==> src/rtl/load_store_unit_pkg.sv <==
// Shared encodings and helpers for the load/store unit: access sizes, FSM states,
// and the lane-offset and misalignment rules used for both bus and writeback paths.
package load_store_unit_pkg;

  localparam int REG_LEN = 32;

  localparam logic [1:0] LSU_SIZE_B = 2'b00;
  localparam logic [1:0] LSU_SIZE_H = 2'b01;
  localparam logic [1:0] LSU_SIZE_W = 2'b10;

  typedef enum logic [1:0] {
    ST_IDLE = 2'd0,
    ST_REQ  = 2'd1,
    ST_WAIT = 2'd2
  } lsu_state_e;

  // Byte lane an access starts on; offending low bits are dropped (half keeps
  // addr[1] only, word and the reserved size always use lane 0).
  function automatic logic [1:0] lsu_lane_off(input logic [1:0] size,
                                              input logic [1:0] addr_lo);
    case (size)
      LSU_SIZE_B: return addr_lo;
      LSU_SIZE_H: return {addr_lo[1], 1'b0};
      default:    return 2'b00;
    endcase
  endfunction

  function automatic logic lsu_misaligned(input logic [1:0] size,
                                          input logic [1:0] addr_lo);
    case (size)
      LSU_SIZE_B: return 1'b0;
      LSU_SIZE_H: return addr_lo[0];
      default:    return addr_lo != 2'b00;
    endcase
  endfunction

endpackage

==> src/rtl/lsu_align.sv <==
// Combinational lane steering: store byte enables and replicated store data,
// plus right-shift and sign/zero extension of returned load data.
module lsu_align
  import load_store_unit_pkg::*;
(
  input  logic [1:0]         st_size_i,
  input  logic [1:0]         st_off_i,
  input  logic [REG_LEN-1:0] st_wdata_i,
  input  logic [1:0]         ld_size_i,
  input  logic [1:0]         ld_off_i,
  input  logic               ld_unsigned_i,
  input  logic [REG_LEN-1:0] ld_rdata_i,
  output logic [3:0]         be_o,
  output logic [REG_LEN-1:0] wdata_o,
  output logic [REG_LEN-1:0] ld_data_o
);

  logic [REG_LEN-1:0] shifted;

  // NOTE: every output of an always_comb gets a default first, so no path can
  // leave it unassigned and infer a latch.
  always_comb begin
    be_o    = 4'b1111;
    wdata_o = st_wdata_i;
    case (st_size_i)
      LSU_SIZE_B: begin
        be_o    = 4'b0001 << st_off_i;
        wdata_o = {4{st_wdata_i[7:0]}};
      end
      LSU_SIZE_H: begin
        be_o    = 4'b0011 << st_off_i;
        wdata_o = {2{st_wdata_i[15:0]}};
      end
      default: ;
    endcase
  end

  always_comb begin
    shifted   = ld_rdata_i >> {ld_off_i, 3'b000};
    ld_data_o = shifted;
    case (ld_size_i)
      LSU_SIZE_B: ld_data_o = {{(REG_LEN-8){~ld_unsigned_i & shifted[7]}}, shifted[7:0]};
      LSU_SIZE_H: ld_data_o = {{(REG_LEN-16){~ld_unsigned_i & shifted[15]}}, shifted[15:0]};
      default: ;
    endcase
  end

endmodule

==> src/rtl/load_store_unit.sv <==
// Single-outstanding load/store unit with req/gnt/rvalid data-memory handshake.
// Optional LSU_MISALIGN_TRAP_EN: misaligned half/word accesses trap instead of being forced aligned.
module load_store_unit
  import load_store_unit_pkg::*;
#(
  parameter int RD_W   = 5,
  parameter int DATA_W = REG_LEN
) (
  input  logic              clk,
  input  logic              rst_n,
  input  logic              req_valid,
  output logic              req_ready,
  input  logic [DATA_W-1:0] req_addr,
  input  logic [DATA_W-1:0] req_wdata,
  input  logic              req_we,
  input  logic [1:0]        req_size,
  input  logic              req_unsigned,
  input  logic [RD_W-1:0]   req_rd,
  output logic              mem_req,
  output logic              mem_we,
  output logic [DATA_W-1:0] mem_addr,
  output logic [3:0]        mem_be,
  output logic [DATA_W-1:0] mem_wdata,
  input  logic              mem_gnt,
  input  logic              mem_rvalid,
  input  logic [DATA_W-1:0] mem_rdata,
  output logic              wb_valid,
  output logic [RD_W-1:0]   wb_rd,
  output logic [DATA_W-1:0] wb_data,
  output logic              done,
`ifdef LSU_MISALIGN_TRAP_EN
  output logic              misalign,
`endif
  output logic              busy
);

  lsu_state_e        state_q, state_d;
  logic              we_q, unsigned_q;
  logic [1:0]        size_q, off_q;
  logic [RD_W-1:0]   rd_q, wb_rd_q;
  logic [DATA_W-1:0] mem_addr_q, mem_wdata_q, wb_data_q;
  logic [3:0]        mem_be_q;
  logic              done_q, done_d;
  logic              wb_valid_q, wb_valid_d;
  logic              capture, wb_load, req_trap;
  logic [1:0]        req_off;
  logic [3:0]        be_c;
  logic [DATA_W-1:0] wdata_c, ld_data_c;

  assign req_off = lsu_lane_off(req_size, req_addr[1:0]);

`ifdef LSU_MISALIGN_TRAP_EN
  logic misalign_q, misalign_d;
  assign req_trap = lsu_misaligned(req_size, req_addr[1:0]);
  assign misalign = misalign_q;
`else
  assign req_trap = 1'b0;
`endif

  lsu_align u_align (
    .st_size_i     (req_size),
    .st_off_i      (req_off),
    .st_wdata_i    (req_wdata),
    .ld_size_i     (size_q),
    .ld_off_i      (off_q),
    .ld_unsigned_i (unsigned_q),
    .ld_rdata_i    (mem_rdata),
    .be_o          (be_c),
    .wdata_o       (wdata_c),
    .ld_data_o     (ld_data_c)
  );

  always_comb begin
    state_d    = state_q;
    capture    = 1'b0;
    wb_load    = 1'b0;
    done_d     = 1'b0;
    wb_valid_d = 1'b0;
`ifdef LSU_MISALIGN_TRAP_EN
    misalign_d = 1'b0;
`endif
    case (state_q)
      ST_IDLE: begin
        if (req_valid) begin
          if (req_trap) begin
            done_d = 1'b1;
`ifdef LSU_MISALIGN_TRAP_EN
            misalign_d = 1'b1;
`endif
          end else begin
            capture = 1'b1;
            state_d = ST_REQ;
          end
        end
      end
      ST_REQ: begin
        if (mem_gnt) begin
          if (we_q) begin
            done_d  = 1'b1;
            state_d = ST_IDLE;
          end else begin
            state_d = ST_WAIT;
          end
        end
      end
      ST_WAIT: begin
        if (mem_rvalid) begin
          wb_load    = 1'b1;
          wb_valid_d = 1'b1;
          done_d     = 1'b1;
          state_d    = ST_IDLE;
        end
      end
      default: state_d = ST_IDLE;
    endcase
  end

  // NOTE: sequential state uses non-blocking assignments so every register
  // samples pre-edge values regardless of statement order.
  always_ff @(posedge clk or negedge rst_n) begin
    if (!rst_n) begin
      state_q     <= ST_IDLE;
      we_q        <= 1'b0;
      unsigned_q  <= 1'b0;
      size_q      <= LSU_SIZE_B;
      off_q       <= 2'b00;
      rd_q        <= '0;
      mem_addr_q  <= '0;
      mem_be_q    <= 4'b0000;
      mem_wdata_q <= '0;
      wb_data_q   <= '0;
      wb_rd_q     <= '0;
      wb_valid_q  <= 1'b0;
      done_q      <= 1'b0;
`ifdef LSU_MISALIGN_TRAP_EN
      misalign_q  <= 1'b0;
`endif
    end else begin
      state_q    <= state_d;
      wb_valid_q <= wb_valid_d;
      done_q     <= done_d;
`ifdef LSU_MISALIGN_TRAP_EN
      misalign_q <= misalign_d;
`endif
      if (capture) begin
        we_q        <= req_we;
        unsigned_q  <= req_unsigned;
        size_q      <= req_size;
        off_q       <= req_off;
        rd_q        <= req_rd;
        mem_addr_q  <= {req_addr[DATA_W-1:2], 2'b00};
        mem_be_q    <= be_c;
        mem_wdata_q <= wdata_c;
      end
      if (wb_load) begin
        wb_data_q <= ld_data_c;
        wb_rd_q   <= rd_q;
      end
    end
  end

  // mem_req decodes straight from state so an async reset drops it immediately.
  assign req_ready = (state_q == ST_IDLE);
  assign busy      = (state_q != ST_IDLE);
  assign mem_req   = (state_q == ST_REQ);
  assign mem_we    = we_q;
  assign mem_addr  = mem_addr_q;
  assign mem_be    = mem_be_q;
  assign mem_wdata = mem_wdata_q;
  assign wb_valid  = wb_valid_q;
  assign wb_rd     = wb_rd_q;
  assign wb_data   = wb_data_q;
  assign done      = done_q;

endmodule

==> config.mk <==
export PLATFORM = sky130hd
export DESIGN_NAME = load_store_unit
export DESIGN_NICKNAME = d
export VERILOG_FILES = /design/src/rtl/load_store_unit_pkg.sv /design/src/rtl/lsu_align.sv /design/src/rtl/load_store_unit.sv
export SDC_FILE = /design/constraint.sdc
export NUM_CORES = 1
export LEC_CHECK = 0
export CORE_MARGIN = 2
export CORE_UTILIZATION = 30
export DETAILED_ROUTE_END_ITERATION = 10
export PLACE_DENSITY = 0.73
export SETUP_SLACK_MARGIN = 0.02
export SYNTH_ARGS = -nofsm -noshare
export SYNTH_HDL_FRONTEND = slang
export SYNTH_SLANG_ARGS = --single-unit
==> constraint.sdc <==
create_clock -name clk -period 1.7 [get_ports clk]
set_input_delay 0.34 -clock clk [delete_from_list [all_inputs] [get_ports clk]]
set_output_delay 0.34 -clock clk [all_outputs]
set_load 0.005 [all_outputs]
==> impl_metrics.csv <==
group,metric,value,unit
finish,final_cell_mix,"clkdlybuf4s50_1, dfrtp_1, mux2_2, nand2_1, mux2i_1",
cts,clock-root-buffer,"clkbuf_16",
outcome,outcome,"finished, violations left",
run,drv_cap,0,
global_route,grt_use_total,17.05,%
floorplanning,core_area,17420,um2
sta,final.setup.worst_slack,-0.03990,ns
power_and_ir_drop,irDropWorstVdd,0.8060,mV
power_and_ir_drop,seqPwrFrac,31.5,%
route,drt_iter0_drc,156,
synthesis,synth_seq_area_share,55.01,%
synthesis,yosys_warnings,0,
sta,period_needed,1.740,ns
global_route,grt_pass1_wl,24.65,mm
power_and_ir_drop,p_comb_share,42.5,%
finish,multi_input_area,2341,um2
critical_path,cp.arrival,2.03,ns
route,drc,0,
floorplanning,dieArea,18980,um2
critical_path,startpoint_type,"flop",
power_and_ir_drop,power.density,1778,nW/um2
sta,hold_viol,0,
sta,slew_violations,0,
global_route,antenna_found_initial,0,
power_and_ir_drop,p_int,11290,uW
route,num_vias,4586,
critical_path,crit_type,"flop to flop",
route,drt-pass1-iter-count,4,
floorplanning,ios,221,
synthesis,muxShareOfSynthArea,24.10,%
sta,setup_violations,7,
synthesis,synth_area_leaders,"dfrtp_1, mux2_2, mux2i_1, o21ai_0, nand2_1",
floorplanning,die_h,137.8,um
cts,insertion_delay,0.41,ns
sta,fmax,574.7,MHz
power_and_ir_drop,leakagePower,0.003957,uW
cts,cts.sinks,118,
synthesis,synth_compound_area_share,11.33,%
synthesis,yosys.area_share.xor_xnor,0,%
min_path,hp-class,"input port to async pin",
route,vias_per_cell,4.905,
sta,finClkSkew,0.009631,ns
route,wl_per_cell,17.52,um
power_and_ir_drop,clkPwrFrac,25.9,%
critical_path,worstSetupEndpointType,"flop",
finish,n_antenna_cell,0,
cts,h-tree-depth,4,
synthesis,synth_edf_count,0,
synthesis,ys_types,35,
critical_path,cp.required,1.99,ns
synthesis,yosysTopAreaCell,"dfrtp_1",
synthesis,syn-instance-count,444,
power_and_ir_drop,power_switching,4607,uW
placed_design,place.gp.congestion,0.8255,
synthesis,ys_seq_elements,118,
cts,path_clk_slew,0.05,ns
floorplanning,start_util,30.82,%
route,finalWirelength,16.39,mm
cts,cts_buffers,17,
cts,cts_tree,"yes",
floorplanning,die-width,137.8,um
critical_path,crit_fanout,7,
synthesis,synth.avg_cell_area,12.09,um2
sta,rsz0062_at_grt,"yes",
outcome,violations,"setup timing",
placed_design,dp_hpwl,11.85,mm
power_and_ir_drop,swShare,28.97,%
cts,clockBufferDepth,2,
finish,nNetsFinal,811,
placed_design,port-buffer-count,218,
finish,fill_cells,1514,
finish,regArea,2953,um2
finish,drive_gt1_share,23.94,%
synthesis,synthFlopType,"dfrtp_1",
synthesis,yosys.area_share.adder,0.6993,%
sta,finalSetupTns,-0.2288,ns
finish,mostFrequentLayoutCell,"clkdlybuf4s50_1",
global_route,grt_start_max_net_pins,49,
synthesis,synth_area,5368,um2
synthesis,async_flop_share,100.0,%
finish,syn2layout_area_growth,66.57,%
synthesis,yosys.area_share.simple,5.291,%
synthesis,yosysTopAreaCellShare,55.01,%
synthesis,synth_top_family_by_area,"multiplexers",
global_route,grt-ovfl-total,0,
floorplanning,rows,48,
placed_design,post-place-ws,-0.5087,ns
route,ant_nets,0,
sta,layout_worst_path_cycle_share,102.3,%
global_route,grt_pass1_vias,4814,
-- final timing paths --
kind,slack (ns),depth (start not counted),start,endpoint
worst min register to register,0.47,2,rd_q[4]$_DFFE_PN0P_,wb_rd[4]$_DFFE_PN0P_
max in group asynchronous,0.71,3,rst_n,wb_data[16]$_DFFE_PN0P_
worst min-delay path,0.39,2,rst_n,mem_wdata[27]$_DFFE_PN0P_
worst max-delay path,-0.04,3,off_q[0]$_DFFE_PN0P_,wb_data[10]$_DFFE_PN0P_
worst max register to register,-0.04,3,off_q[0]$_DFFE_PN0P_,wb_data[10]$_DFFE_PN0P_
min in group clk,0.47,2,rd_q[4]$_DFFE_PN0P_,wb_rd[4]$_DFFE_PN0P_
-- metal layers --
layer  global-route usage, %  vias to the layer above  routed length [um]
li1                        -                     2110                   -
met1                   19.43                     2235                6446
met3                   6.328                       33                1406
met2                   28.86                      208                8121
met5                       0                        -                   0
met4                   7.029                        0                 410
-- cell usage after synthesis (all sizes together), types with 2 or more instances --
library cell and n:
or2 2, o21ai 47, buf 9, mux2i 46, nand2 53, inv 16, a32oi 9, nor2 2
o211a 8, mux2 72, nand2b 5, a22oi 8, ha 3, a21oi 5, dfrtp 118, o221ai 8
clkbuf 21
-- flip-flops by register name, indices dropped and copies added, names as in the netlist --
signal	count
done	1
mem_addr	30
mem_be	4
mem_wdata	32
mem_we	1
off_q	2
rd_q	5
size_q	2
state_q	2
unsigned_q	1
wb_data	32
wb_rd	5
wb_valid	1
-- critical path, stage by stage (launching register included) --
cell and delay [ns]:
dfrtp_1 0.39, mux4_2 0.56, a2111o_1 0.51, o211a_1 0.17
-- per-stage QoR --
step / hold WS, ns / total power [uW] / area (um2) / std cells / utilization, %
after global routing: 0.4201 / 16810 / 8941 / 935 / 51.34
after CTS: 0.3790 / 15930 / 8840 / 933 / 50.75
after global placement: 0.2715 / 11280 / 8050 / 893 / 46.22
final: 0.3903 / 15900 / 8941 / 935 / 51.34
after floorplan: 0.04441 / 7515 / 5373 / 445 / -
after detailed placement: 0.2748 / 11520 / 8050 / 893 / 46.22
-- timing repair --
item,in CTS,in global routing
hold buffers,1,0
cloned,0,1
pin swaps,10,7
gates resized for setup,29,26
buffers inserted,8,1
endpoints found under the setup margin,31,40
hold endpoints to repair,23,0
-- layout make-up --
cell class	instances	area share (%)
Sequential cell	118	33.03
Inverter	16	0.6997
Timing Repair Buffer	263	29.33
Clock inverter	8	2.155
Clock buffer	23	5.458
Multi-Input combinational cell	282	26.18
Tap cell	225	3.149
-- power groups by stage --
stage | clock [uW] | combinational [uW] | sequential [uW]
after global routing | 4350 | 7290 | 5170
after detailed placement | 0 | 6470 | 5060
after global placement | 0 | 6310 | 4980
final | 4120 | 6760 | 5010
after floorplan | 0 | 2500 | 5020
after CTS | 4210 | 6700 | 5020
-- kinds of logic (layout without fill, tap and decap cells) --
group / Yosys count / after routing
AO/OA/AOI/OAI: 91 / 92
adder cells (fa/ha/maj): 3 / 3
buffers and inverters: 46 / 310
flip-flops: 118 / 118
multiplexers: 119 / 119
other: 1 / 2
AND/OR/NAND/NOR: 66 / 66
(Power assumes the default switching activity.)
